===== src/rtl/fp32_add_fsm.sv =====
`default_nettype none
// +----------------------------------------------------------------------------+
// | fp32_add_fsm: serial-input FP32 adder (4x16-bit words in, 32-bit sum out)  |
// | Revision: 1.0                                                              |
// +----------------------------------------------------------------------------+
module fp32_add_fsm (
  input  logic        clk,
  input  logic        reset,
  input  logic        R_I,
  input  logic [15:0] dataIn,
  output logic [31:0] dataOut,
  output logic        r_o,
  output logic [1:0]  err
);

  localparam logic [2:0] c_WAIT_A_HI = 3'd0;
  localparam logic [2:0] c_WAIT_A_LO = 3'd1;
  localparam logic [2:0] c_WAIT_B_HI = 3'd2;
  localparam logic [2:0] c_WAIT_B_LO = 3'd3;
  localparam logic [2:0] c_ALIGN     = 3'd4;
  localparam logic [2:0] c_ADD       = 3'd5;
  localparam logic [2:0] c_NORM      = 3'd6;
  localparam logic [2:0] c_OUT       = 3'd7;

  localparam logic [1:0] c_ERR_OK    = 2'b00;
  localparam logic [1:0] c_ERR_OVF   = 2'b01;
  localparam logic [1:0] c_ERR_INV   = 2'b10;
  localparam logic [1:0] c_ERR_UNF   = 2'b11;

  localparam logic [31:0] c_QNAN     = 32'h7FC0_0000;

  logic [2:0]  state_q, state_d;
  logic [31:0] a_q, a_d;
  logic [31:0] b_q, b_d;
  logic [23:0] big_mant_q, big_mant_d;
  logic [23:0] small_mant_q, small_mant_d;
  logic [7:0]  big_exp_q, big_exp_d;
  logic        sign_q, sign_d;
  logic        sub_q, sub_d;
  logic        special_q, special_d;
  logic [24:0] sum_q, sum_d;
  logic [31:0] data_out_q, data_out_d;
  logic        r_o_q, r_o_d;
  logic [1:0]  err_q, err_d;

  // Alignment: operands with exponent 0 are flushed to signed zero.
  logic [7:0]  w_a_exp, w_b_exp;
  logic        w_a_zero, w_b_zero;
  logic [23:0] w_a_mant, w_b_mant;
  logic [30:0] w_a_mag, w_b_mag;
  logic        w_a_big;
  logic [7:0]  w_big_exp, w_small_exp, w_exp_diff;
  logic [23:0] w_big_mant, w_small_mant, w_small_shifted;
  logic        w_sign, w_sub, w_special;

  assign w_a_exp    = a_q[30:23];
  assign w_b_exp    = b_q[30:23];
  assign w_a_zero   = (w_a_exp == 8'd0);
  assign w_b_zero   = (w_b_exp == 8'd0);
  assign w_a_mant   = w_a_zero ? 24'd0 : {1'b1, a_q[22:0]};
  assign w_b_mant   = w_b_zero ? 24'd0 : {1'b1, b_q[22:0]};
  assign w_a_mag    = w_a_zero ? 31'd0 : a_q[30:0];
  assign w_b_mag    = w_b_zero ? 31'd0 : b_q[30:0];
  assign w_a_big    = (w_a_mag >= w_b_mag);
  assign w_big_exp  = w_a_big ? w_a_exp : w_b_exp;
  assign w_small_exp = w_a_big ? w_b_exp : w_a_exp;
  assign w_big_mant = w_a_big ? w_a_mant : w_b_mant;
  assign w_small_mant = w_a_big ? w_b_mant : w_a_mant;
  assign w_exp_diff = w_big_exp - w_small_exp;
  assign w_small_shifted = (w_exp_diff >= 8'd25) ? 24'd0 : (w_small_mant >> w_exp_diff);
  assign w_sign     = w_a_big ? a_q[31] : b_q[31];
  assign w_sub      = a_q[31] ^ b_q[31];
  assign w_special  = (w_a_exp == 8'hFF) || (w_b_exp == 8'hFF);

  logic [24:0] w_sum;
  assign w_sum = sub_q ? ({1'b0, big_mant_q} - {1'b0, small_mant_q})
                       : ({1'b0, big_mant_q} + {1'b0, small_mant_q});

  // Leading-zero count of the 24-bit magnitude; highest set bit wins.
  logic [4:0] w_lzc;
  always_comb begin
    w_lzc = 5'd0;
    for (int i = 0; i < 24; i++) begin
      if (sum_q[i]) w_lzc = 5'(23 - i);
    end
  end

  // Exponent carried in 10 bits so that both overflow and underflow are visible.
  logic [9:0]  w_exp_carry, w_exp_shift, w_norm_exp;
  logic [22:0] w_norm_frac;
  logic        w_ovf, w_unf;

  assign w_exp_carry = {2'b00, big_exp_q} + 10'd1;
  assign w_exp_shift = {2'b00, big_exp_q} - {5'd0, w_lzc};
  assign w_norm_exp  = sum_q[24] ? w_exp_carry : w_exp_shift;
  assign w_norm_frac = sum_q[24] ? sum_q[23:1] : (sum_q[22:0] << w_lzc);
  assign w_ovf = !w_norm_exp[9] && (w_norm_exp[8:0] >= 9'd255);
  assign w_unf = w_norm_exp[9] || (w_norm_exp == 10'd0);

  logic [31:0] w_result;
  logic [1:0]  w_err;
  always_comb begin
    w_result = {sign_q, w_norm_exp[7:0], w_norm_frac};
    w_err    = c_ERR_OK;
    if (special_q) begin
      w_result = c_QNAN;
      w_err    = c_ERR_INV;
    end else if (sum_q == 25'd0) begin
      w_result = 32'd0;
      w_err    = c_ERR_OK;
    end else if (w_ovf) begin
      w_result = {sign_q, 31'h7F80_0000};
      w_err    = c_ERR_OVF;
    end else if (w_unf) begin
      w_result = {sign_q, 31'd0};
      w_err    = c_ERR_UNF;
    end
  end

  always_comb begin
    state_d      = state_q;
    a_d          = a_q;
    b_d          = b_q;
    big_mant_d   = big_mant_q;
    small_mant_d = small_mant_q;
    big_exp_d    = big_exp_q;
    sign_d       = sign_q;
    sub_d        = sub_q;
    special_d    = special_q;
    sum_d        = sum_q;
    data_out_d   = data_out_q;
    err_d        = err_q;
    r_o_d        = 1'b0;
    case (state_q)
      c_WAIT_A_HI: if (R_I) begin
        a_d[31:16] = dataIn;
        state_d    = c_WAIT_A_LO;
      end
      c_WAIT_A_LO: if (R_I) begin
        a_d[15:0] = dataIn;
        state_d   = c_WAIT_B_HI;
      end
      c_WAIT_B_HI: if (R_I) begin
        b_d[31:16] = dataIn;
        state_d    = c_WAIT_B_LO;
      end
      c_WAIT_B_LO: if (R_I) begin
        b_d[15:0] = dataIn;
        state_d   = c_ALIGN;
      end
      c_ALIGN: begin
        big_mant_d   = w_big_mant;
        small_mant_d = w_small_shifted;
        big_exp_d    = w_big_exp;
        sign_d       = w_sign;
        sub_d        = w_sub;
        special_d    = w_special;
        state_d      = c_ADD;
      end
      c_ADD: begin
        sum_d   = w_sum;
        state_d = c_NORM;
      end
      // Result is registered on the edge into OUT so it is visible during OUT.
      c_NORM: begin
        data_out_d = w_result;
        err_d      = w_err;
        r_o_d      = 1'b1;
        state_d    = c_OUT;
      end
      c_OUT:   state_d = c_WAIT_A_HI;
      default: state_d = c_WAIT_A_HI;
    endcase
  end

  always_ff @(posedge clk or negedge reset) begin
    if (!reset) begin
      state_q      <= c_WAIT_A_HI;
      a_q          <= 32'd0;
      b_q          <= 32'd0;
      big_mant_q   <= 24'd0;
      small_mant_q <= 24'd0;
      big_exp_q    <= 8'd0;
      sign_q       <= 1'b0;
      sub_q        <= 1'b0;
      special_q    <= 1'b0;
      sum_q        <= 25'd0;
      data_out_q   <= 32'd0;
      r_o_q        <= 1'b0;
      err_q        <= c_ERR_OK;
    end else begin
      state_q      <= state_d;
      a_q          <= a_d;
      b_q          <= b_d;
      big_mant_q   <= big_mant_d;
      small_mant_q <= small_mant_d;
      big_exp_q    <= big_exp_d;
      sign_q       <= sign_d;
      sub_q        <= sub_d;
      special_q    <= special_d;
      sum_q        <= sum_d;
      data_out_q   <= data_out_d;
      r_o_q        <= r_o_d;
      err_q        <= err_d;
    end
  end

  assign dataOut = data_out_q;
  assign r_o     = r_o_q;
  assign err     = err_q;

endmodule
`default_nettype wire


===== config.mk =====
export PLATFORM = sky130hd
export DESIGN_NAME = fp32_add_fsm
export DESIGN_NICKNAME = d
export VERILOG_FILES = /design/src/rtl/fp32_add_fsm.sv
export SDC_FILE = /design/constraint.sdc
export NUM_CORES = 1
export LEC_CHECK = 0
export ABC_AREA = 1
export BUFFER_PORTS_ARGS = -buffer_cell sky130_fd_sc_hd__buf_2
export CELL_PAD_IN_SITES_DETAIL_PLACEMENT = 0
export CELL_PAD_IN_SITES_GLOBAL_PLACEMENT = 1
export CORE_AREA = 2 2 214 216
export DETAILED_ROUTE_END_ITERATION = 6
export DIE_AREA = 0 0 216 218
export PLACE_DENSITY = 0.54
export SYNTH_ARGS = -nofsm -noshare
export SYNTH_HDL_FRONTEND = slang
export SYNTH_SLANG_ARGS = --single-unit

===== constraint.sdc =====
create_clock -name clk -period 5.7 [get_ports clk]
set_input_delay 0.285 -clock clk [delete_from_list [all_inputs] [get_ports clk]]
set_output_delay 0.285 -clock clk [all_outputs]
set_load 0.02 [all_outputs]

==> results.cfg <==
[run_status]
outcome = finished, final reports clean

[layout]
layout.cells.non_filler = 2637
regArea_sq_um = 4650
drive_above_1_share_pct = 8.10
fillers = 4954
antennaDiodeCount = 0
multi_input_area_sq_um = 7930
fin_nets = 2109
syn2layout_area_growth_pct = 11.0
fin_area_sq_um = 15300

[worst_setup_path]
cp_common_cell = nand2_1
critPathKind = reg -> reg
cpMaxStageDelayCell = dfrtp_1
path_max_fanout = 43
worst_ep_arrival_time_ps = 5520
worstPathRequired_ps = 6140
timing.rr.end = small_mant_q[3]
r2r_start = b_q[27]
critPathMaxStageDelay_ps = 430
regToRegSetupSlack_ps = 620
r2r_cells = 30
startpoint_type = flop
end_kind = flop

[die]
core_area_sq_um = 44900
start_util_pct = 30.7
io_pins = 54
die_h_um = 218
die_area_sq_um = 47100
die_x_um = 216
fp-row-count = 78

[drt]
routed_wl_um = 49700
dr.pass1.iters = 5
ant_nets = 0
vias = 13300
drcViolationCount = 0
viasPerCell = 5.03
wl_per_cell_um = 18.9
drtIter0Drc = 1013

[yosys]
synthTopCellsByArea = dfrtp_1, nand2_1, nand3_1, o21ai_0, ha_1
ys_seq_area_share_pct = 33.8
synth_edf_count = 0
synth_seq_cells = 186
synth_most_common_cell = nand2_1
avgSynthCellArea_sq_um = 6.83
synth_top_area_share_pct = 33.8
synth_cells = 2015
synth_cell_types = 56
synth_async_sr_flop_share_pct = 100
ys_top_cells_by_count = nand2_1, nand3_1, o21ai_0
syn_nets = 2100
yosysTopAreaCell = dfrtp_1
yosysWarnings = 0
netlist_area_sq_um = 13800
synthFlopType = dfrtp_1

[timing]
max_clock_freq_mhz = 197
slew-limit-headroom_pct = 26.8
period_share_pct = 89.2
final.min_clock_period_ps = 5080
clock_skew_ps = 17.6
hold_violations = 0
setup_tns_ps = 0
setup_viol = 0
slew_viol_final = 0
rsz0062_at_grt = no
tightest_slew_ps = 1100
setup_ws_ps = 616

[placement]
gp_congestion = 0.856
dp.cells = 2604
portBuffers = 53
place_hpwl_um = 38200
place_worst_setup_slack_ps = 664
placed_cell_area_sq_um = 14700

[grt]
gr-usage-met1_pct = 28.7
grtUsageMet2_pct = 37.6
grt-ovfl-total = 0
grt_use_met3_pct = 3.15
track_usage_pct = 21.9
grt_max_degree = 75
grt_pass1_vias = 13100
grt.busiest_layer = met2
grt_pass1_wl_um = 78800
antenna_found_initial = 2

[job]
drv_cap = 0

[clock_network]
clk_path_buf_depth = 2
tritoncts = done
cts_root_buf = clkbuf_16
post_cts_buffers = 0
numCtsBuffers = 17
clock_latency_ps = 510
h-tree-depth = 4
clk_pin_slew_worst_paths_ps = 80
clkSinkCount = 186

[worst_hold_path]
min_path_cells = 4
min_to = state_q[1]
min_from = R_I
hold_class = in -> reg
[per-stage QoR]
| stage | hold slack (ps) | utilization [%] |
|---|---|---|
| finish | 77.0 | 34.0 |
| detailed placement | 360 | 32.7 |
| CTS | 36.6 | 34.0 |
| global placement | 347 | 32.7 |
| floorplan | -10.6 | - |
| global route | 75.1 | 34.0 |
[area by class of cell]
| cell class | count | share of cell area (%) |
|---|---|---|
| multi-input cells | 1531 | 51.9 |
| clock buffers | 19 | 2.83 |
| inverters | 192 | 4.74 |
| well taps | 600 | 4.91 |
| repair buffers | 96 | 4.00 |
| flip-flops and latches | 186 | 30.5 |
| clock inverters | 13 | 1.14 |
[layer usage]
layer	wire length, um	vias up
met5	0	-
li1	-	6764
met4	950	0
met2	24100	244
met3	1710	33
met1	23000	6218
[timing repair]
item                                    CTS  global route
endpoints found under the hold margin    72             0
resized for setup                         0             1
hold buffers                              1             0
endpoints found under the setup margin    0             1
[worst max-delay path: cells and delay by family (launching register included)]
family	cells	cell delay [ps]
fa+ha+maj	1	310
simple gates	21	2970
flops	1	430
buf+inv	8	1280
[flip-flops by register name (all words and copies together) (netlist names)]
name,flops
sign_q,1
a_q,32
sub_q,1
r_o,1
big_exp_q,8
dataOut,32
err,2
special_q,1
big_mant_q,24
sum_q,25
small_mant_q,24
state_q,3
b_q,32
[worst max-delay path by stage]
stage	start	to	slack, ps	cells past startpoint
detailed placement	sum_q[2]	dataOut[10]	660	44
global placement	sum_q[2]	dataOut[10]	660	44
global route	sum_q[2]	dataOut[10]	10	44
floorplan	sum_q[0]	dataOut[13]	1410	44
CTS	sum_q[2]	dataOut[10]	620	44
finish	b_q[27]	small_mant_q[3]	620	30
[cell families after synthesis]
kind of cell    synth area share (%)
buf+inv                         8.56
compound gates                  15.6
flops                           33.8
xor+xnor                        3.56
fa+ha+maj                       6.11
mux                           0.0727
simple gates                    32.3
[placed cells by master (no fill, tap or decap), types with 4 or more instances in the layout]
master / netlist / final
ha_1: 64 / 64
inv_2: 7 / 7
clkinv_1: 4 / 4
clkbuf_16: 0 / 17
inv_8: 0 / 5
nand3_1: 196 / 196
a2bb2oi_1: 9 / 9
o31ai_1: 6 / 6
o21ai_1: 26 / 26
nand4_1: 69 / 69
nor3_1: 12 / 12
o21ai_0: 191 / 191
inv_1: 181 / 180
buf_4: 5 / 41
xnor2_1: 22 / 22
nor4_1: 14 / 14
nand2_1: 574 / 573
a21oi_1: 119 / 119
nand2_2: 9 / 10
and2_1: 4 / 4
a31oi_1: 10 / 10
o211ai_1: 15 / 15
dfrtp_1: 186 / 186
xor2_1: 29 / 29
nor2_1: 118 / 118
o22ai_1: 5 / 5
buf_2: 11 / 52
Power is not shown: default switching activity piles up to over one toggle a cycle in this logic, so the estimate is an artifact.
